==> config.mk <==
export PLATFORM = sky130hd
export DESIGN_NAME = rx_l3_sequencer
export DESIGN_NICKNAME = d
export VERILOG_FILES = /design/src/rtl/rx_l3_sequencer.sv
export SDC_FILE = /design/constraint.sdc
export NUM_CORES = 1
export LEC_CHECK = 0
export BUFFER_PORTS_ARGS = -buffer_cell sky130_fd_sc_hd__buf_2
export CORE_MARGIN = 2
export CORE_UTILIZATION = 39
export CTS_CLUSTER_SIZE = 28
export DETAILED_ROUTE_END_ITERATION = 10
export SLEW_MARGIN = 10
export SYNTH_ARGS = -nofsm -noshare
export SYNTH_HDL_FRONTEND = slang
export SYNTH_SLANG_ARGS = --single-unit
==> constraint.sdc <==
create_clock -name RX_CLK -period 4.1 [get_ports RX_CLK]
set_input_delay 0.205 -clock RX_CLK [delete_from_list [all_inputs] [get_ports RX_CLK]]
set_output_delay 0.205 -clock RX_CLK [all_outputs]
set_load 0.01 [all_outputs]
==> src/rtl/rx_l3_sequencer.sv <==
// rx_l3_sequencer: sits between the MAC receive payload stream and the IPv4
// header parser. Classifies frames by EtherType, steers bytes to the IPv4 or
// ARP path, validates the IPv4 header fields that matter for forwarding,
// strips Ethernet padding and reports per-frame status with saturating
// good/drop counters.
module rx_l3_sequencer #(
   parameter logic [15:0] ETH_IPV4     = 16'h0800,
   parameter logic [15:0] ETH_ARP      = 16'h0806,
   parameter logic [15:0] MAX_LEN      = 16'd1500,
   parameter bit          ACCEPT_BCAST = 1'b1
) (
   input  logic        RX_CLK,
   input  logic        rst,
   input  logic [31:0] ip_addr,
   input  logic        rx_eth_valid,
   input  logic [7:0]  rx_eth_data,
   input  logic [15:0] rx_eth_type,
   input  logic        rx_eth_end,
   input  logic        rx_eth_fcs_ok,
   output logic        rx_payload_ipv4,
   output logic        rx_payload_arp,
   output logic [7:0]  rx_payload,
   output logic        ipv4_rst,
   output logic        ipv4_done,
   output logic        ipv4_ok,
   output logic [15:0] ipv4_good_cnt,
   output logic [15:0] ipv4_drop_cnt
);

   typedef enum logic [2:0] {
      StIdle,
      StFwd,
      StPad,
      StArp,
      StDrop,
      StSkip
   } state_e;

   state_e      state_q, state_d;
   // State after the current byte is processed, before frame-end handling.
   state_e      frame_state;

   logic [15:0] byte_cnt_q, byte_cnt_d;
   logic [5:0]  hlen_q, hlen_d;
   logic [15:0] tlen_q, tlen_d;
   logic [15:0] tlen_chk;
   logic        uc_match_q, uc_match_d;
   logic        bc_match_q, bc_match_d;
   logic        reject_q, reject_d;
   logic [7:0]  ip_byte;

   logic        fwd_ipv4, fwd_arp;
   logic [7:0]  payload_q;
   logic        pl_ipv4_q, pl_arp_q;

   logic        done_q, done_d;
   logic        ok_q, ok_d;
   logic        int_rst_q, int_rst_d;
   logic [15:0] good_q, good_d;
   logic [15:0] drop_q, drop_d;

   // Per-byte classification, header checks and frame-end handling.
   always_comb begin
      state_d     = state_q;
      frame_state = state_q;
      byte_cnt_d  = byte_cnt_q;
      hlen_d      = hlen_q;
      tlen_d      = tlen_q;
      tlen_chk    = 16'd0;
      uc_match_d  = uc_match_q;
      bc_match_d  = bc_match_q;
      reject_d    = reject_q;
      ip_byte     = 8'h00;
      fwd_ipv4    = 1'b0;
      fwd_arp     = 1'b0;
      done_d      = 1'b0;
      ok_d        = 1'b0;
      int_rst_d   = 1'b0;

      unique case (state_q)
         StIdle: begin
            if (rx_eth_valid) begin
               byte_cnt_d = 16'd1;
               hlen_d     = {rx_eth_data[3:0], 2'b00};
               tlen_d     = 16'd0;
               uc_match_d = 1'b1;
               bc_match_d = ACCEPT_BCAST;
               reject_d   = 1'b0;
               if (rx_eth_type == ETH_ARP) begin
                  frame_state = StArp;
                  fwd_arp     = 1'b1;
               end else if (rx_eth_type == ETH_IPV4) begin
                  if (rx_eth_data[7:4] == 4'd4 && rx_eth_data[3:0] >= 4'd5) begin
                     frame_state = StFwd;
                     fwd_ipv4    = 1'b1;
                  end else begin
                     frame_state = StDrop;
                  end
               end else begin
                  frame_state = StSkip;
               end
            end
         end

         StFwd: begin
            if (rx_eth_valid) begin
               fwd_ipv4   = 1'b1;
               byte_cnt_d = byte_cnt_q + 16'd1;

               if (byte_cnt_q == 16'd2) begin
                  tlen_d = {rx_eth_data, 8'h00};
               end

               // Length check happens on the last length byte, so that byte is held back.
               if (byte_cnt_q == 16'd3) begin
                  tlen_chk = {tlen_q[15:8], rx_eth_data};
                  if (tlen_chk < {10'd0, hlen_q} || tlen_chk > MAX_LEN) begin
                     fwd_ipv4    = 1'b0;
                     frame_state = StDrop;
                  end else begin
                     tlen_d = tlen_chk;
                  end
               end

               // Unicast and broadcast matches are tracked separately so that a
               // mixed address such as C0.FF.00.02 is not accepted.
               if (byte_cnt_q >= 16'd16 && byte_cnt_q <= 16'd19) begin
                  unique case (byte_cnt_q[1:0])
                     2'd0:    ip_byte = ip_addr[31:24];
                     2'd1:    ip_byte = ip_addr[23:16];
                     2'd2:    ip_byte = ip_addr[15:8];
                     default: ip_byte = ip_addr[7:0];
                  endcase
                  uc_match_d = uc_match_q && (rx_eth_data == ip_byte);
                  bc_match_d = bc_match_q && (rx_eth_data == 8'hFF);
                  if (byte_cnt_q == 16'd19 && !(uc_match_d || bc_match_d)) begin
                     reject_d  = 1'b1;
                     int_rst_d = 1'b1;
                  end
               end

               if (byte_cnt_q >= 16'd4 && byte_cnt_q == tlen_q - 16'd1) begin
                  frame_state = StPad;
               end
            end
         end

         StArp: begin
            fwd_arp = rx_eth_valid;
         end

         default: begin
         end
      endcase

      state_d = frame_state;

      // A byte arriving with rx_eth_end in IDLE forms a one-byte frame, so end
      // is honoured whenever a frame is open after this cycle's byte.
      if (rx_eth_end && frame_state != StIdle) begin
         state_d = StIdle;
         if (frame_state == StFwd || frame_state == StPad || frame_state == StDrop) begin
            done_d    = 1'b1;
            int_rst_d = 1'b1;
            ok_d      = (frame_state == StPad) && !reject_d && rx_eth_fcs_ok;
         end
      end
   end

   // Saturating good/drop counter next-state.
   always_comb begin
      good_d = good_q;
      drop_d = drop_q;
      if (done_d) begin
         if (ok_d) begin
            if (good_q != 16'hFFFF) good_d = good_q + 16'd1;
         end else begin
            if (drop_q != 16'hFFFF) drop_d = drop_q + 16'd1;
         end
      end
   end

   // State, header tracking and registered outputs.
   always_ff @(posedge RX_CLK) begin
      if (rst) begin
         state_q    <= StIdle;
         byte_cnt_q <= 16'd0;
         hlen_q     <= 6'd0;
         tlen_q     <= 16'd0;
         uc_match_q <= 1'b0;
         bc_match_q <= 1'b0;
         reject_q   <= 1'b0;
         payload_q  <= 8'h00;
         pl_ipv4_q  <= 1'b0;
         pl_arp_q   <= 1'b0;
         done_q     <= 1'b0;
         ok_q       <= 1'b0;
         int_rst_q  <= 1'b0;
         good_q     <= 16'd0;
         drop_q     <= 16'd0;
      end else begin
         state_q    <= state_d;
         byte_cnt_q <= byte_cnt_d;
         hlen_q     <= hlen_d;
         tlen_q     <= tlen_d;
         uc_match_q <= uc_match_d;
         bc_match_q <= bc_match_d;
         reject_q   <= reject_d;
         payload_q  <= rx_eth_data;
         pl_ipv4_q  <= fwd_ipv4;
         pl_arp_q   <= fwd_arp;
         done_q     <= done_d;
         ok_q       <= ok_d;
         int_rst_q  <= int_rst_d;
         good_q     <= good_d;
         drop_q     <= drop_d;
      end
   end

   assign rx_payload      = payload_q;
   assign rx_payload_ipv4 = pl_ipv4_q;
   assign rx_payload_arp  = pl_arp_q;
   assign ipv4_rst        = rst | int_rst_q;
   assign ipv4_done       = done_q;
   assign ipv4_ok         = ok_q;
   assign ipv4_good_cnt   = good_q;
   assign ipv4_drop_cnt   = drop_q;

endmodule

==> parameters.txt, run 1 <==
Parameter                              Value

Power and ir drop
  LEAKAGE ... 2.40 nW
  Total power consumption of the routed design ... ~1.9 mW
  P_sw ... between 400 and 500 uW
  Switching part of the total power ... between 20% and 30%
  Part of the power in registers ... 47.3%
  Comb pwr share ... approximately 11%
  Internal portion of total power ... around 1.4 mW
  Clock share of power ... about two fifths
  Peak VDD IR ... around 0.00019 V
  Power per standard cell area ... roughly 320 nW/um2

STA
  Clock skew after layout ... 0.00722 ns
  Fin Hold WS ... roughly 0.16 ns
  Setup repair after global routing missed its margin ... no
  Shortest clock period the worst path allows after layout ... roughly 3.7 ns
  Share of the cycle needed by the critical path after routing ... approximately nine tenths
  Fmax achieved ... around 270 MHz
  Hold Violations, Final ... 0
  Setup violations, final ... 0
  Setup TNS after final layout ... 0 ns
  Slew @ Worst Pin ... about 0.8 ns
  Max-slew headroom ... 44.9%
  Fin. max-slew vios ... 0

Clock tree
  Count of cells resized by post-cts repair ... 0
  Max H-tree Level ... 3
  Cell at the root of the clock tree ... sky130_fd_sc_hd__clkbuf_16
  Count of clock tree sinks ... 87
  Insertion delay to the later sink of the worst-skew pair ... around 0.34 ns
  Clk buf depth ... 2
  Number of buffers created by CTS ... 9
  Clock transition at path regs ... 0.07 ns
  Clock tree from TritonCTS ... yes

Yosys
  Number of distinct library cell variants in the gate-level netlist after synthesis ... 64
  Top-area cell type share of the netlist area ... roughly 35%
  Commonest cells post-synth ... sky130_fd_sc_hd__dfxtp_1 (87), sky130_fd_sc_hd__nor2_1 (57), sky130_fd_sc_hd__a21oi_1 (43)
  Primary FF master, synth ... sky130_fd_sc_hd__dfxtp_1
  EDFF count, synth ... 0
  Count of mapped cells out of synthesis ... a little over 600
  Most frequent cell after synthesis ... sky130_fd_sc_hd__dfxtp_1
  Async set-reset flop share out of synthesis ... 0%
  Largest cells by area after synthesis ... sky130_fd_sc_hd__dfxtp_1 (35%), sky130_fd_sc_hd__a21oi_1 (4.4%), sky130_fd_sc_hd__nor2_1 (4.4%)
  Total of flip-flops plus latches after synthesis ... 87
  Sequential fraction of the synthesis area ... between 30% and 40%
  Synthesized net count ... about 680
  Synthesized area ... just under 5000 um2
  Number of warning messages in the yosys log ... 0
  Post-synthesis area per instance ... ~8.1 um2
  Area leader, netlist ... sky130_fd_sc_hd__dfxtp_1

Floorplanning
  Std cell rows ... 40
  Io pins ... approximately 110
  Width of the die ... approximately 120 um
  Initial Utilization ... between 40% and 50%
  Die Outline Area ... 13500 um2
  Area of the core ... approximately 12000 um2
  Die Y ... ~120 um

Routing
  Via/cell ratio ... 5.54
  Via count ... approximately 4800
  Final routed wirelength across all metal layers ... 13.8 mm
  Routed len/inst ... approximately 16 um
  DR pass1 iterations ... 5
  Post-route DRC violation count ... 0
  DRT antenna net count ... 0
  Drt initial violations ... about 440

Layout
  Fin nets ... approximately 760
  Diode count ... 0
  Filler cell count ... around 1300
  Area used by multi-input combinational logic ... between 2000 and 3000 um2
  Fin util ... 47.9%
  Post-route standard cell area excluding fillers ... 5820 um2
  Fraction of layout cells with a size suffix above 1 ... 20.7%
  Sequential Area ... roughly 1700 um2
  Area overhead of the layout relative to synthesis ... 18.6%

Run
  Max-Cap Viols ... 0

Global route
  Pin count of the biggest net entering global routing ... 42
  Number of global-route vias before repair ... ~4500
  Gr ovfl total ... 0
  Global router's overall resource usage ... 20.8%
  First-pass GRT wire length ... roughly 22 mm
  Initial antenna violation count ... 0

Placed design
  Final weighted congestion in routability-driven placement ... between 0.9 and 1
  HPWL Detailed ... about 10 mm
  Number of port buffers ... 105
  Placed standard-cell area ... about 5500 um2

Worst hold path
  Worst hold path depth ... 3
  Startpoint of the worst hold path ... rx_eth_valid
  Hold worst-path end ... rx_payload_arp$_SDFF_PP0_
  Worst min path class ... input pin to register

Setup path
  CP Data Required Time ... approximately 4.3 ns
  Startpoint type of the worst setup path ... register
  Worst Reg2Reg Path Length in Cells ... 12
  Capturing element type of the critical path ... register
  Arrival time worst endpoint ... between 3 and 4 ns
  Worst r2r dst ... ipv4_good_cnt[3]$_SDFFE_PP0P_
  Worst reg2reg setup slack ... about 0.37 ns
  Worst flop-to-flop path startpoint ... tlen_q[0]$_SDFFE_PP0P_
  Critical path class ... register to register
  CP Max Fanout ... 21

Outcome
  Status ... completed
## worst max-delay path, stage by stage, from the launching register on
cell and delay, ns:
sky130_fd_sc_hd__dfxtp_1 0.38, sky130_fd_sc_hd__inv_1 0.09, sky130_fd_sc_hd__ha_1 0.17, sky130_fd_sc_hd__nor3b_2 0.55, sky130_fd_sc_hd__o21ai_0 0.19, sky130_fd_sc_hd__a222oi_1 0.35, sky130_fd_sc_hd__nand4_1 0.13, sky130_fd_sc_hd__or4_4 0.53
sky130_fd_sc_hd__nor3b_4 0.20, sky130_fd_sc_hd__nor4_4 0.27, sky130_fd_sc_hd__buf_4 0.29, sky130_fd_sc_hd__nand3_1 0.14, sky130_fd_sc_hd__mux2_1 0.33
## power by group through the flow
stage                     Combinational [mW]  Sequential (mW)  Clock [mW]
after detailed placement               0.205            0.894           0
final                                  0.205            0.875       0.772
after global placement                 0.201            0.894           0
after floorplan                        0.123            0.896           0
after global routing                   0.231            0.877       0.822
after CTS                              0.206            0.875       0.790
## final cells by class
cell class	count	share of cell area (%)
multi-input combinational	462	50.4
clock buffer	11	4.17
sequential	87	29.9
clock inverter	4	0.559
timing repair buffer	113	10.1
tap	168	3.61
inverter	20	1.29
## timing repair
item | in CTS | in global routing
hold buffers | 0 | 0
buffers inserted | 0 | 2
endpoints found under the setup margin | 0 | 2
## cells in the final DEF, fill, tap and decap left out, types with 5 or more instances in the layout
master,netlist,final
sky130_fd_sc_hd__clkbuf_16,0,9
sky130_fd_sc_hd__buf_2,4,105
sky130_fd_sc_hd__nor4_1,9,9
sky130_fd_sc_hd__dfxtp_1,87,87
sky130_fd_sc_hd__mux2_1,8,8
sky130_fd_sc_hd__xor2_1,22,22
sky130_fd_sc_hd__xnor2_1,18,18
sky130_fd_sc_hd__o21ai_0,32,32
sky130_fd_sc_hd__nor3_1,16,16
sky130_fd_sc_hd__nand2b_1,8,8
sky130_fd_sc_hd__a21oi_1,43,43
sky130_fd_sc_hd__or3_1,21,21
sky130_fd_sc_hd__ha_1,10,10
sky130_fd_sc_hd__buf_4,1,8
sky130_fd_sc_hd__nand3_1,31,31
sky130_fd_sc_hd__nor2_1,57,57
sky130_fd_sc_hd__a31oi_1,5,5
sky130_fd_sc_hd__nand4_1,16,16
sky130_fd_sc_hd__a21o_1,5,5
sky130_fd_sc_hd__or4_1,6,6
sky130_fd_sc_hd__a222oi_1,9,9
sky130_fd_sc_hd__a22oi_1,12,12
sky130_fd_sc_hd__and3_1,14,14
sky130_fd_sc_hd__nor2b_1,23,23
sky130_fd_sc_hd__inv_1,20,20
sky130_fd_sc_hd__nand2_1,39,39
## state kept, by name (all words and copies together) (netlist names)
name             cells
byte_cnt_q          16
ipv4_drop_cnt       16
ipv4_good_cnt       16
tlen_q              16
rx_payload           8
hlen_q               4
state_q              3
bc_match_q           1
int_rst_q            1
ipv4_done            1
ipv4_ok              1
reject_q             1
rx_payload_arp       1
rx_payload_ipv4      1
uc_match_q           1
## worst max path at each step
stage	start	end	slack, ns	cells after the start
finish	tlen_q[0]$_SDFFE_PP0P_	ipv4_good_cnt[3]$_SDFFE_PP0P_	0.37	12
global route	tlen_q[0]$_SDFFE_PP0P_	ipv4_good_cnt[3]$_SDFFE_PP0P_	0.10	12
CTS	byte_cnt_q[0]$_SDFFE_PP0P_	ipv4_good_cnt[11]$_SDFFE_PP0P_	0.30	12
detailed placement	byte_cnt_q[0]$_SDFFE_PP0P_	ipv4_good_cnt[11]$_SDFFE_PP0P_	0.33	12
global placement	byte_cnt_q[0]$_SDFFE_PP0P_	ipv4_good_cnt[12]$_SDFFE_PP0P_	0.43	12
floorplan	byte_cnt_q[0]$_SDFFE_PP0P_	ipv4_good_cnt[12]$_SDFFE_PP0P_	0.78	13
## routing by layer
metal	vias to the layer above	wire, um	track usage, %
met1	2281	6010	26.7
li1	2367	-	-
met2	126	6950	35.5
met5	-	0	0
met4	0	238	6.51
met3	16	638	3.74
## kinds of logic (layout without fill, tap and decap cells)
group | after synthesis | count (layout) | share of synthesized area [%]
buffers and inverters | 58 | 148 | 4.76
multiplexers | 11 | 11 | 2.47
adder cells (fa/ha/maj) | 10 | 10 | 2.55
AO/OA/AOI/OAI | 134 | 134 | 17.6
AND/OR/NAND/NOR | 267 | 267 | 30.1
flip-flops | 87 | 87 | 35.5
XOR/XNOR | 40 | 40 | 7.13
## per-stage QoR
stage	worst slack [ns]	cells
4_1_cts	0.304	863
3_5_place_dp	0.330	848
6_report	0.372	865
3_3_place_gp	0.432	848
2_1_floorplan	0.782	607
5_1_grt	0.100	865
Power figures use the tool's default switching activity.
==> run 2, diff against run 1 <==
--- a/config.mk
+++ b/config.mk
@@ -10,6 +10,7 @@
 export CORE_UTILIZATION = 39
 export CTS_CLUSTER_SIZE = 28
 export DETAILED_ROUTE_END_ITERATION = 10
+export RECOVER_POWER = 25
 export SLEW_MARGIN = 10
 export SYNTH_ARGS = -nofsm -noshare
 export SYNTH_HDL_FRONTEND = slang
==> parameters.txt, run 2 (synthesis gave the netlist of run 1 again) <==
Parameter                              Value

Setup path
  Biggest cell delay along the critical path ... 0.54 ns (about the same)
  Worst Reg2Reg Path Length in Cells ... 12 (unchanged)
  Worst r2r dst ... ipv4_good_cnt[3]$_SDFFE_PP0P_
  CP Data Required Time ... 4.33 ns (about the same)
  Capturing element type of the critical path ... register
  Worst reg2reg setup slack ... 0.38 ns (about the same)
  Worst flop-to-flop path startpoint ... tlen_q[0]$_SDFFE_PP0P_
  CP Max Fanout ... 21 (unchanged)
  Arrival time worst endpoint ... 3.95 ns (about the same)
  Slowest cell on the critical path ... sky130_fd_sc_hd__nor3b_2
  CP Buf/Inv Count ... 2 (unchanged)
  Startpoint type of the worst setup path ... register
  Critical path class ... register to register
  Kind of cell adding the most delay to the critical path ... simple AND/OR/NAND/NOR gates
  Series of cell instances along the critical path ... inv_1 > ha_1 > nor3b_2 > o21ai_0 > a222oi_1 > nand4_1 > or4_4 > nor3b_4 > nor4_4 > buf_4 > nand3_1 > mux2_1

Routing
  DR pass1 iterations ... 5 (unchanged)
  Via/cell ratio ... 5.57 (+0.58%)
  Post-route DRC violation count ... 0 (unchanged)
  DRT antenna net count ... 0 (unchanged)
  Via count ... 4818 (+0.58%)
  Drt initial violations ... 424 (-2.8%)
  Final routed wirelength across all metal layers ... 13.9 mm (about the same)
  Routed len/inst ... 16.0 um (about the same)

Clock tree
  Clk buf depth ... 2 (unchanged)
  Count of clock tree sinks ... 87 (unchanged)
  Number of buffers created by CTS ... 9 (unchanged)
  Cell at the root of the clock tree ... sky130_fd_sc_hd__clkbuf_16
  Clock tree from TritonCTS ... yes
  Clock transition at path regs ... 0.07 ns (about the same)
  Number of buffers inserted by hold repair at cts ... 0 (unchanged)
  Max H-tree Level ... 3 (unchanged)
  Count of buffers added by post-CTS timing repair for setup ... 0 (unchanged)
  Insertion delay to the later sink of the worst-skew pair ... 0.34 ns (about the same)
  Count of cells resized by post-cts repair ... 0 (unchanged)

STA
  Final Worst Setup Slack ... 0.383 ns (+0.0105 ns)
  Fmax achieved ... 269 MHz (+0.28%)
  Share of the cycle needed by the critical path after routing ... 90.7% (-0.26 points)
  Max-slew headroom ... 46.0% (+1.1 points)
  Setup repair after global routing missed its margin ... no
  Fin. max-slew vios ... 0 (unchanged)
  Clock skew after layout ... 0.00738 ns (+0.000162 ns)
  Hold Violations, Final ... 0 (unchanged)
  Setup violations, final ... 0 (unchanged)
  Setup TNS after final layout ... 0 ns (unchanged)
  Slew @ Worst Pin ... 0.790 ns (-0.0158 ns)
  Shortest clock period the worst path allows after layout ... 3.72 ns (-0.0105 ns)

Layout
  Diode count ... 0 (unchanged)
  Area overhead of the layout relative to synthesis ... 17.7%
  Fraction of layout cells with a size suffix above 1 ... 15.9% (-4.7 points)
  Post-route standard cell area excluding fillers ... 5780 um2 (-0.71%)
  Commonest cells after routing, fill and taps aside ... sky130_fd_sc_hd__dfxtp_1 (87), sky130_fd_sc_hd__buf_2 (72), sky130_fd_sc_hd__nor2_1 (57), sky130_fd_sc_hd__a21oi_1 (43), sky130_fd_sc_hd__nand2_1 (39)
  Fin nets ... 764 (unchanged)
  Fin util ... 47.6% (-0.34 points)
  Leading cell type in the layout, fill and taps excluded ... sky130_fd_sc_hd__dfxtp_1

Power and ir drop
  Peak VDD IR ... 0.000186 V (about the same)
  Total power consumption of the routed design ... 1.85 mW (about the same)
  LEAKAGE ... 2.26 nW (-5.8%)
  Power per standard cell area ... 320 nW/um2 (+0.69%)

Floorplanning
  Area of the core ... 12200 um2 (unchanged)
  Die Outline Area ... 13500 um2 (unchanged)
  Io pins ... 106 (unchanged)
  Initial Utilization ... 40.4% (unchanged)
  Die Y ... 116 um (unchanged)
  Width of the die ... 116 um (unchanged)
  Std cell rows ... 40 (unchanged)

Global route
  Global router's overall resource usage ... 20.8% (unchanged)
  First-pass GRT wire length ... 22.5 mm (unchanged)
  Number of global-route vias before repair ... 4523 (unchanged)
  Gr ovfl total ... 0 (unchanged)
  Initial antenna violation count ... 0 (unchanged)
  Pin count of the biggest net entering global routing ... 42 (unchanged)

Run
  Max-Cap Viols ... 0 (unchanged)

Placed design
  Placed standard-cell area ... 5530 um2 (unchanged)
  HPWL Detailed ... 10.2 mm (unchanged)
  Final weighted congestion in routability-driven placement ... 0.941 (unchanged)
  Number of port buffers ... 105 (unchanged)
  Place WS ... 0.330 ns (unchanged)

Worst hold path
  Worst min path class ... input pin to register
  Startpoint of the worst hold path ... rx_eth_valid
  Hold worst-path end ... rx_payload_arp$_SDFF_PP0_
  Worst hold path depth ... 3 (unchanged)

Outcome
  Status ... completed
[run 2: worst min-delay path, cell delays in order]
cell	delay (ns)
sky130_fd_sc_hd__buf_2	0.14
sky130_fd_sc_hd__nand2_1	0.07
sky130_fd_sc_hd__a21oi_1	0.04
[run 2: final cells by class]
class,instances,area (um2)
multi-input cells,462,2940
clock buffers,11,243
well taps,168,210
repair buffers,113,544
inverters,20,75.1
fillers,1258,6380
flip-flops and latches,87,1740
clock inverters,4,32.5
[run 2: metrics by stage]
step	hold slack, ns	cells
2_1_floorplan	0.321	607
3_3_place_gp	0.478	848
3_5_place_dp	0.482	848
4_1_cts	0.138	863
5_1_grt	0.167	865
6_report	0.156	865
[run 2: metal layers]
layer / vias up / share of wire [%] / track usage [%]
met3: 15 / 4.9 / 3.74
met4: 0 / 1.5 / 6.51
li1: 2367 / - / -
met1: 2314 / 43 / 26.7
met2: 122 / 50 / 35.5
met5: - / 0 / 0
[run 2: worst max-delay path by stage]
stage | start | end | slack [ns] | cells past startpoint
floorplan | byte_cnt_q[0]$_SDFFE_PP0P_ | ipv4_good_cnt[12]$_SDFFE_PP0P_ | 0.78 | 13
global placement | byte_cnt_q[0]$_SDFFE_PP0P_ | ipv4_good_cnt[12]$_SDFFE_PP0P_ | 0.43 | 12
detailed placement | byte_cnt_q[0]$_SDFFE_PP0P_ | ipv4_good_cnt[11]$_SDFFE_PP0P_ | 0.33 | 12
CTS | byte_cnt_q[0]$_SDFFE_PP0P_ | ipv4_good_cnt[11]$_SDFFE_PP0P_ | 0.30 | 12
global route | tlen_q[0]$_SDFFE_PP0P_ | ipv4_good_cnt[3]$_SDFFE_PP0P_ | 0.10 | 12
finish | tlen_q[0]$_SDFFE_PP0P_ | ipv4_good_cnt[3]$_SDFFE_PP0P_ | 0.38 | 12
[run 2: where the power goes]
group	switching, mW	leakage (nW)	internal, mW
Combinational	0.122	1.42	0.0816
Sequential	0.0114	0.706	0.864
Clock	0.346	0.128	0.426
Total	0.479	2.26	1.37
